===== config.mk =====
export PLATFORM = sky130hd
export DESIGN_NAME = ch3_bcd_scan_counter_flat
export DESIGN_NICKNAME = d
export VERILOG_FILES = /design/src/rtl/ch3_bcd_scan_counter_if.sv /design/src/rtl/ch3_bcd_scan_counter.sv /design/src/flat_wrapper.sv
export SDC_FILE = /design/constraint.sdc
export NUM_CORES = 1
export LEC_CHECK = 0
export CAP_MARGIN = 20
export CORE_MARGIN = 2
export CORE_UTILIZATION = 52
export DETAILED_ROUTE_END_ITERATION = 6
export PLACE_DENSITY = 0.81
export SETUP_SLACK_MARGIN = 0.5
export SLEW_MARGIN = 30
export SYNTH_ARGS = -nofsm -noshare
export SYNTH_HDL_FRONTEND = slang
export SYNTH_SLANG_ARGS = --single-unit

===== constraint.sdc =====
create_clock -name clk -period 3.13 [get_ports clk]
set_input_delay 0.626 -clock clk [delete_from_list [all_inputs] [get_ports clk]]
set_output_delay 0.626 -clock clk [all_outputs]
set_load 0.005 [all_outputs]

===== src/rtl/ch3_bcd_scan_counter_if.sv =====
// Bus bundle for the BCD scan counter: control/load inputs and count/display outputs.
interface ch3_bcd_scan_counter_if;
  logic        en;
  logic        up;
  logic        clr;
  logic        load;
  logic [15:0] load_val;
  logic [15:0] count;
  logic        carry;
  logic [3:0]  bcd;
  logic [3:0]  digit_sel;

  modport master (
    output en, up, clr, load, load_val,
    input  count, carry, bcd, digit_sel
  );

  modport slave (
    input  en, up, clr, load, load_val,
    output count, carry, bcd, digit_sel
  );
endinterface


===== src/rtl/ch3_bcd_scan_counter.sv =====
// Four-digit BCD up/down counter with prescaled stepping and a free-running
// one-hot digit scanner feeding a seven-segment decoder.
module ch3_bcd_scan_counter #(
  parameter int TICK_DIV = 4,
  parameter int SCAN_DIV = 2
) (
  input  logic                   clk,
  input  logic                   rst_n,
  ch3_bcd_scan_counter_if.slave  bus
);

  localparam int TW = (TICK_DIV > 1) ? $clog2(TICK_DIV) : 1;
  localparam int SW = (SCAN_DIV > 1) ? $clog2(SCAN_DIV) : 1;
  localparam logic [TW-1:0] TICK_LAST = TW'(TICK_DIV - 1);
  localparam logic [SW-1:0] SCAN_LAST = SW'(SCAN_DIV - 1);

  logic [TW-1:0] tick_cnt_reg, tick_cnt_next;
  logic [15:0]   count_reg, count_next;
  logic          carry_reg, carry_next;
  logic [SW-1:0] scan_cnt_reg, scan_cnt_next;
  logic [1:0]    scan_idx_reg, scan_idx_next;
  logic [3:0]    digit_sel_reg, digit_sel_next;
  logic [3:0]    bcd_reg, bcd_next;

  logic [15:0]   load_sat;
  logic [15:0]   count_step;
  logic [3:0]    lim;
  logic [3:0]    chain;
  logic          tick;

  // lim marks a digit sitting at its roll-over value for the current direction;
  // a digit moves only when every lower digit is rolling over.
  genvar gi;
  generate
    for (gi = 0; gi < 4; gi++) begin : g_digit
      logic [3:0] d;
      logic [3:0] lv;
      assign d       = count_reg[gi*4 +: 4];
      assign lv      = bus.load_val[gi*4 +: 4];
      assign lim[gi] = bus.up ? (d == 4'd9) : (d == 4'd0);
      if (gi == 0) begin : g_first
        assign chain[gi] = 1'b1;
      end else begin : g_rest
        assign chain[gi] = &lim[gi-1:0];
      end
      assign count_step[gi*4 +: 4] = !chain[gi] ? d :
                                     bus.up ? ((d == 4'd9) ? 4'd0 : d + 4'd1)
                                            : ((d == 4'd0) ? 4'd9 : d - 4'd1);
      assign load_sat[gi*4 +: 4] = (lv > 4'd9) ? 4'd9 : lv;
    end
  endgenerate

  assign tick = bus.en && (tick_cnt_reg == TICK_LAST);

  always_comb begin
    count_next    = count_reg;
    tick_cnt_next = tick_cnt_reg;
    carry_next    = 1'b0;
    if (bus.clr) begin
      count_next    = 16'h0000;
      tick_cnt_next = '0;
    end else if (bus.load) begin
      count_next    = load_sat;
      tick_cnt_next = '0;
    end else if (bus.en) begin
      if (tick) begin
        tick_cnt_next = '0;
        count_next    = count_step;
        carry_next    = &lim;
      end else begin
        tick_cnt_next = tick_cnt_reg + TW'(1);
      end
    end
  end

  // The scanner looks ahead to the next index so select and nibble land together.
  always_comb begin
    scan_cnt_next  = scan_cnt_reg + SW'(1);
    scan_idx_next  = scan_idx_reg;
    if (scan_cnt_reg == SCAN_LAST) begin
      scan_cnt_next = '0;
      scan_idx_next = scan_idx_reg + 2'd1;
    end
    digit_sel_next = 4'b0001 << scan_idx_next;
    bcd_next       = count_reg[{scan_idx_next, 2'b00} +: 4];
  end

  always_ff @(posedge clk or negedge rst_n) begin
    if (!rst_n) begin
      tick_cnt_reg  <= '0;
      count_reg     <= 16'h0000;
      carry_reg     <= 1'b0;
      scan_cnt_reg  <= '0;
      scan_idx_reg  <= 2'd0;
      digit_sel_reg <= 4'b0001;
      bcd_reg       <= 4'h0;
    end else begin
      tick_cnt_reg  <= tick_cnt_next;
      count_reg     <= count_next;
      carry_reg     <= carry_next;
      scan_cnt_reg  <= scan_cnt_next;
      scan_idx_reg  <= scan_idx_next;
      digit_sel_reg <= digit_sel_next;
      bcd_reg       <= bcd_next;
    end
  end

  assign bus.count     = count_reg;
  assign bus.carry     = carry_reg;
  assign bus.digit_sel = digit_sel_reg;
  assign bus.bcd       = bcd_reg;

endmodule


===== src/flat_wrapper.sv =====
// flat-port wrapper written by rule: the top's interface ports become plain ports
module ch3_bcd_scan_counter_flat 
#(
  parameter int TICK_DIV = 4,
  parameter int SCAN_DIV = 2
)
  (clk, rst_n, bus_en, bus_up, bus_clr, bus_load, bus_load_val, bus_count, bus_carry, bus_bcd, bus_digit_sel);
  ch3_bcd_scan_counter_if bus_i ();
  input  logic clk;
  input  logic rst_n;
  input wire logic [$bits(bus_i.en)-1:0] bus_en;
  input wire logic [$bits(bus_i.up)-1:0] bus_up;
  input wire logic [$bits(bus_i.clr)-1:0] bus_clr;
  input wire logic [$bits(bus_i.load)-1:0] bus_load;
  input wire logic [$bits(bus_i.load_val)-1:0] bus_load_val;
  output wire logic [$bits(bus_i.count)-1:0] bus_count;
  output wire logic [$bits(bus_i.carry)-1:0] bus_carry;
  output wire logic [$bits(bus_i.bcd)-1:0] bus_bcd;
  output wire logic [$bits(bus_i.digit_sel)-1:0] bus_digit_sel;
  assign bus_i.en = bus_en;
  assign bus_i.up = bus_up;
  assign bus_i.clr = bus_clr;
  assign bus_i.load = bus_load;
  assign bus_i.load_val = bus_load_val;
  assign bus_count = bus_i.count;
  assign bus_carry = bus_i.carry;
  assign bus_bcd = bus_i.bcd;
  assign bus_digit_sel = bus_i.digit_sel;
  ch3_bcd_scan_counter #(.TICK_DIV(TICK_DIV), .SCAN_DIV(SCAN_DIV)) u_core (.clk(clk), .rst_n(rst_n), .bus(bus_i));
endmodule

Word-level counts from Yosys, hierarchy flattened
Cells that the tools add are included.
- bits in registers: 30
- logic and storage cells: 86
- output and inout bits: 25
- bits of input ports: 22
- reduce and logical (&&, ||, !) cells: 17
- order comparisons: 4
- muxes and demuxes: 37
- eq/ne operators: 5
- add/sub/neg operators: 11
- shift operators: 2
- operator list (cell ; count):
    4-bit 2-to-1 mux ; 19
    16-bit 2-to-1 mux ; 4
    4-bit by 1-bit adder with 4-bit output (second input constant) ; 4
    4-bit == test (second input constant) ; 4
    4-bit > comparator (second input constant) ; 4
    4-bit zero test ; 4
    16-bit by 5-bit variable part select with 4-bit output ; 1
    4-bit by 1-bit subtractor with 4-bit output (second input constant) ; 4
    3-bit nonzero test ; 5
    3-bit AND reduction ; 4
    2-bit 2-to-1 mux ; 5
    1-bit 2-to-1 mux ; 9
    2-bit by 1-bit adder with 2-bit output (second input constant) ; 2
    2-bit AND reduction ; 2
    4-bit AND reduction ; 1
    1-bit by 2-bit left shift with 4-bit output (first input constant) ; 1
    2-bit == test (second input constant) ; 1
    1-bit adder (second input constant) ; 1
    1-bit logical AND ; 1

Longest topological paths before layout
Gate-level depths: netlist of run 1.
- word-level depth: 8
- mapped depth: 8

Worst setup path after synthesis of run 1
OpenSTA, ideal clock, no wires.
- path kind: reg2reg
- start: register u_core.count_reg[0], in the netlist u_core.bus.count[0]
- end: register u_core.count_reg[11], in the netlist u_core.bus.count[11]
- cell stages (with the launch flop): 9
- arrival: 2.194 ns
- path slack: 0.858 ns
- buffers on the path: 1
- clock period less this slack: 2.272 ns
- data required time: 3.052 ns
- library setup time: 0.078 ns
- cells stage by stage: dfrtp_1 -> clkbuf_1 -> inv_1 -> ha_1 -> or3b_1 -> a221oi_4 -> nor2_1 -> a311o_1 -> a21oi_1
- cells in the longest elaborated chain, start to end: 5
- elaborated cells between the ends (all ways): 6
- classes of those cells: eq/ne (1); mux (1); reduce/logical (4)
- RTL lines (element ; RTL line ; text):
    from (decl) ; ch3_bcd_scan_counter.sv:18 ; logic [15:0] count_reg, count_next;
    from (signal assigned) ; ch3_bcd_scan_counter.sv:99 ; count_reg <= count_next;
    4-bit == test or 4-bit zero test (tied branches) ; ch3_bcd_scan_counter.sv:40 ; assign lim[gi] = bus.up ? (d == 4'd9) : (d == 4'd0);
    1-bit 2-to-1 mux * ; ch3_bcd_scan_counter.sv:40 ;
    2-bit AND reduction * ; ch3_bcd_scan_counter.sv:44 ; assign chain[gi] = &lim[gi-1:0];
    3-bit nonzero test (no source line) * ; n/a ;
    3-bit AND reduction (no source line) * ; n/a ;
Mark *: on every way between the ends. The rest lies on a longest branch, timed or not.
A chain may end at the register's enable or synchronous reset.

Final worst setup path of run 1
- start: input port bus_up
- end: register u_core.count_reg[11], in the netlist u_core.bus.count[11]
- cells in the longest elaborated chain, start to end: 6
- elaborated cells between the ends (all ways): 11
- classes of those cells: mux (8); reduce/logical (3)
- RTL lines (element ; RTL line ; text):
    from (decl) ; flat_wrapper.sv:12 ; input wire logic [$bits(bus_i.up)-1:0] bus_up;
    4-bit 2-to-1 mux ; ch3_bcd_scan_counter.sv:47 ; bus.up ? ((d == 4'd9) ? 4'd0 : d + 4'd1)
    4-bit 2-to-1 mux ; ch3_bcd_scan_counter.sv:46 ; assign count_step[gi*4 +: 4] = !chain[gi] ? d :
    16-bit 2-to-1 mux ; ch3_bcd_scan_counter.sv:66 ; if (tick) begin
    16-bit 2-to-1 mux ; ch3_bcd_scan_counter.sv:65 ; end else if (bus.en) begin
    16-bit 2-to-1 mux ; ch3_bcd_scan_counter.sv:62 ; end else if (bus.load) begin
    16-bit 2-to-1 mux ; ch3_bcd_scan_counter.sv:59 ; if (bus.clr) begin
Parallel ways exist; a longest one is shown, timed or not. The select of a mux whose other input is x is not followed.

==> metrics.txt, run 1 <==
Final Setup Violations 0; Max IR drop VDD between 0.2 and 0.25 mV; register area share after synthesis 0.3304; vias in the first global route 2027; Fin Hold WS 464.6 ps; placed insts 360; Placement Setup Slack roughly 310 ps; worst path cell trace clkdlybuf4s50_1, buf_4, nand4b_1, a221oi_4, buf_4, nor2_1, a311o_1, a21oi_1; fin worst setup slack 639.3 ps; sequential power share 0.436; WP data required 3330 ps; initial antenna violation count 0; design area 0.002908 mm2; fin cells 370; largest net degree at the start of global routing 31; RSZ-0062 raised after global routing no; Final Hold Vio Count 0; Seq cells post-synth 30; clock buffer depth 2; combinational share of power 0.253; post-DP HPWL 4.234 mm; Yosys top cell by area dfrtp_1; num rows 24; status completed; Pleak 1.240 nW; # hold bufs at CTS 0; Synth async-reset ratio 1.000; clk slew on worst S/H paths 60 ps; clock sink count 30; relative slew slack 0.4661; Cell Area, Synth ~0.0023 mm2; # DRC 0; nature of the critical path endpoint register; max capacitance violation total 0; most frequent CP cell buf_4; synth top area cells dfrtp_1 32%, ha_1 8.8%, nor2_1 4.5%, a211oi_1 4.0%, nand2_1 3.6%; post-synth top area share 0.3189; routed wire length 5.686 mm; Detailed Route Iter0 Violations approximately 220; most common cell after layout, fill and taps aside clkdlybuf4s50_1; clock power share 0.311; core area 0.004294 mm2; GR Util All Layers 0.2385; Post-CTS Setup Repair Bufs 0; Ports 47; die width about 70 um; WS Path Type in2reg; slowest cell on the critical path clkdlybuf4s50_1; Detail Route Antenna Nets 0; IO buf count 46; switching portion of total power 0.2976; wire length per cell between 15 and 20 um; Largest register FFs 16; CTS Root Cell clkbuf_8; # diodes 0; total die area 0.004922 mm2; worst-path fanout max 14; routability cong. between 0.9 and 1; CTS tree built; Yosys warning total 0; Int Power 0.0007201 W; Final Max Slew Viols 0; setup_tns 0 ps; total CTS buffers 5; post-synthesis cell type count 57; P&R area growth vs syn 27.76%; Crit path largest cell delay ~560 ps; worst skew pair latency 270 ps; cells after synthesis 269; commonest non-fill, non-tap cells in the layout 46 x clkdlybuf4s50_1, 29 x dfrtp_1, 27 x nor2_1, 22 x nand2_1, 19 x inv_1; detailed-route vias per instance 6.005; global-route wire length before repair 9.528 mm; DRT Pass-1 Iters 4; Die Y 70.16 um; grt total ovfl 0; nets approximately 360; Critical Path AT 2690 ps; PD cells around 350 mW/mm2; CTS resizes 0; Post-Place Cell Area 0.002801 mm2; syn avg cell area 8.461 um2; Hold Crit Class reg2reg; H-tree Lvls 2; Synthesized Nets just over 300; share of layout cells above drive strength 1 0.08491; switching power 0.0003051 W; vias around 2200; clk_skew 2.010 ps; EDFF count, synth 0; Setup crit start kind primary input; ys flop type dfrtp_1; Final period util 0.7958; fmax 401.5 MHz; Tmin final 2491 ps; Worst-Margin Slew 798.2 ps; Initial Util 0.5300
through the flow:
step / total power [W] / util
2_1_floorplan: 0.0005928 / -
3_3_place_gp: 0.0007074 / 0.6524
3_5_place_dp: 0.0007112 / 0.6524
4_1_cts: 0.001026 / 0.6737
5_1_grt: 0.001078 / 0.6772
6_report: 0.001025 / 0.6772
layout make-up:
| cell class | instances | area (um2) |
|---|---|---|
| multi-input cells | 204 | 1385 |
| repair buffers | 57 | 543.0 |
| well taps | 52 | 65.06 |
| inverters | 19 | 71.32 |
| flip-flops and latches | 30 | 752.0 |
| fillers | 352 | 1386 |
| clock inverters | 1 | 5.005 |
| clock buffers | 7 | 86.33 |
kinds of logic after synthesis:
group / after synthesis / synth area share
simple gates: 94 / 0.2139
compound gates: 83 / 0.2606
buf+inv: 35 / 0.06102
flops: 30 / 0.3304
fa+ha+maj: 16 / 0.08796
mux: 6 / 0.02694
xor+xnor: 5 / 0.01924
layer usage:
metal	global-route usage	part of all wire	wire (um)
met1	0.3281	0.44	2515
met2	0.3831	0.48	2750
met3	0.04762	0.066	375
met4	0.06624	0.0077	44
met5	0	0	0
path summary, 6_finish.rpt:
path	slack, ps	start	end	cells past startpoint
worst min-delay path	460	u_core.scan_cnt_reg$_DFF_PN0_	u_core.scan_cnt_reg$_DFF_PN0_	1
min in group asynchronous	750	rst_n	u_core.bus.count[1]$_DFFE_PN0P_	2
worst max-delay path	640	bus_up	u_core.bus.count[11]$_DFFE_PN0P_	8
worst max register to register	710	u_core.bus.count[0]$_DFFE_PN0P_	u_core.bus.count[11]$_DFFE_PN0P_	8
worst min register to register	460	u_core.scan_cnt_reg$_DFF_PN0_	u_core.scan_cnt_reg$_DFF_PN0_	1
max in group asynchronous	2060	rst_n	u_core.bus.digit_sel[0]$_DFF_PN1_	2
critical path, delay by kind of cell:
kind | cells | cell delay, ps
AOI/OAI and AO/OA | 3 | 800
buffers and inverters | 3 | 980
and+or+nand+nor | 2 | 280
Yosys cell counts, types with 5 or more instances:
master    number
a211oi_1      12
a21oi_1       16
a31oi_1        5
clkbuf_1      15
dfrtp_1       29
ha_1          16
inv_1         19
mux2i_1        5
nand2_1       22
nand2b_1       8
nand3_1        8
nor2_1        27
o21ai_0       16
o21bai_1       5
power groups by stage:
stage / Clock (W) / Combinational, W / Sequential [W]
after floorplan: 0 / 0.000157 / 0.000436
after global placement: 0 / 0.000254 / 0.000453
after detailed placement: 0 / 0.000257 / 0.000454
after CTS: 0.000320 / 0.000259 / 0.000447
after global routing: 0.000338 / 0.000288 / 0.000453
final: 0.000319 / 0.000259 / 0.000447
No activity file was read; power rests on OpenSTA's default activity.
==> inputs of run 2 (changes only) <==
Clock period 3.13 ns to 2.5 ns, I/O delays scaled along.
==> run 2 against run 1 <==
- count of clock-buffer cells in the layout down 1
- worst setup slack worse by 260 ps
- global-route usage up 3.5 points
- critical path type is now reg2reg
==> metrics.txt, run 2 (synthesis results as in run 1) <==
num rows 24; FF-to-FF setup slack 370 ps; global-route wire length before repair 10.73 mm; combinational share of power 0.242; grt total ovfl 0; clk slew on worst S/H paths 70 ps; Reg-to-Reg Start u_core.bus.count[5]$_DFFE_PN0P_; Critical Path AT 2350 ps; CTS Root Cell clkbuf_8; area of the multi-input gates 0.001459 mm2; Ports 47; Final Hold Vio Count 0; total die area 0.004922 mm2; initial antenna violation count 0; worst skew pair latency around 290 ps; Pleak 1.357 nW; wire length per cell 16.55 um; routed wire length 6.324 mm; worst hold stages 1; Register Area 755.7 um2; die width 70.16 um; fin worst setup slack 374.4 ps; hold path endpoint u_core.scan_cnt_reg$_DFF_PN0_; PD cells between 400 and 500 mW/mm2; Largest register FFs 16; WP data required ~2700 ps; clock buffer depth 2; # diodes 0; Setup crit start kind register; core area approximately 0.0043 mm2; switching power 0.0004304 W; Initial Util 0.5300; vias roughly 2300; Detail Route Antenna Nets 0; Final Max Slew Viols 0; share of layout cells above drive strength 1 0.1788; most common cell after layout, fill and taps aside clkdlybuf4s50_1; post-DP HPWL 4.274 mm; Final period util 0.8502; reg2reg path depth 8; IO buf count 46; CTS tree built; vias in the first global route between 2000 and 2500; nature of the critical path endpoint register; Fillers 328; Hold Crit Class reg2reg; routability cong. 0.8932; hold_sp u_core.scan_cnt_reg$_DFF_PN0_; largest net degree at the start of global routing 31; Die Y 70.16 um; relative slew slack 0.4747; # DRC 0; nets about 370; P&R area growth vs syn 39.42%; DRT Pass-1 Iters 5; worst-path fanout max 5; detailed-route vias per instance 6.079; Final Setup Violations 0; H-tree Lvls 2; commonest non-fill, non-tap cells in the layout 44 x clkdlybuf4s50_1, 26 x nor2_1, 26 x dfrtp_1, 21 x nand2_1, 19 x buf_4; setup_tns 0 ps; total CTS buffers 5; Tmin final 2126 ps; GR Util All Layers 0.2730; Detailed Route Iter0 Violations ~230; clk_skew about 5.7 ps; clock sink count 30; clock power share 0.405; R2R Path End u_core.bus.count[11]$_DFFE_PN0P_; fmax between 400 and 500 MHz; switching portion of total power 0.2761; sequential power share 0.354; Placement Setup Slack 0.6226 ps; Fin Hold WS about 470 ps; Max IR drop VDD 0.3366 mV; Worst-Margin Slew 785.3 ps; WS Path Type reg2reg; max capacitance violation total 0; Int Power 0.001128 W; status completed; RSZ-0062 raised after global routing yes
[run 2: cell types whose count changed in the layout (fill, tap and decap cells not counted), moves of 3 or more]
cell / delta
buf_4: +8
inv_1: -4
dfrtp_2: +3
dfrtp_1: -3
o21ai_0: -3
o21ai_1: +3
[run 2: per-stage QoR]
| step | cells | instance area (um2) | util | power [W] |
|---|---|---|---|---|
| 5_1_grt | 382 | 3173 | 0.7389 | 0.001622 |
| 3_3_place_gp | 366 | 2899 | 0.6751 | 0.0008993 |
| 2_1_floorplan | 269 | 2326 | - | 0.0007527 |
| 3_5_place_dp | 366 | 2899 | 0.6751 | 0.0009078 |
| 4_1_cts | 381 | 3156 | 0.7348 | 0.001549 |
| 6_report | 382 | 3173 | 0.7389 | 0.001559 |
[run 2: cell type report]
| cell class | instances | area share |
|---|---|---|
| repair buffers | 69 | 0.2125 |
| clock inverters | 2 | 0.01893 |
| clock buffers | 6 | 0.02603 |
| multi-input cells | 204 | 0.4598 |
| flip-flops and latches | 30 | 0.2382 |
| inverters | 19 | 0.02405 |
| well taps | 52 | 0.02050 |
[run 2: power groups by stage]
stage / logic (W) / registers [W] / clock network, W
global route: 0.000410 / 0.000556 / 0.000656
CTS: 0.000367 / 0.000551 / 0.000631
detailed placement: 0.000346 / 0.000562 / 0
global placement: 0.000338 / 0.000562 / 0
finish: 0.000376 / 0.000552 / 0.000631
floorplan: 0.000206 / 0.000547 / 0
[run 2: what timing repair did]
action                     4_1_cts  5_1_grt
gates resized for setup         16        4
gates cloned                     1        0
setup endpoints to repair       10       11
pin swaps                        6        4
hold buffers                     0        0
setup buffers                    6        1
[run 2: layer usage]
| layer | global-route usage | share of wire | vias to the layer above |
|---|---|---|---|
| met2 | 0.4656 | 0.50 | 105 |
| met3 | 0.07359 | 0.065 | 18 |
| met5 | 0 | 0 | - |
| met4 | 0.07692 | 0.018 | 0 |
| li1 | - | - | 1094 |
| met1 | 0.3394 | 0.42 | 1105 |
[run 2: critical path: stages, from the launching register on]
cell and delay [ps]:
dfrtp_2 410, inv_2 90, ha_4 140, or4b_4 480
a221oi_4 360, buf_12 170, nor2_2 40, a311o_1 260
a21oi_1 110
[run 2: worst max path at each step]
stage	startpoint	endpoint
2_1_floorplan	u_core.bus.count[0]$_DFFE_PN0P_	u_core.bus.count[11]$_DFFE_PN0P_
3_3_place_gp	bus_up	u_core.bus.count[11]$_DFFE_PN0P_
3_5_place_dp	bus_up	u_core.bus.count[11]$_DFFE_PN0P_
4_1_cts	u_core.bus.count[4]$_DFFE_PN0P_	u_core.bus.count[11]$_DFFE_PN0P_
5_1_grt	u_core.bus.count[5]$_DFFE_PN0P_	u_core.bus.count[11]$_DFFE_PN0P_
6_report	u_core.bus.count[5]$_DFFE_PN0P_	u_core.bus.count[11]$_DFFE_PN0P_
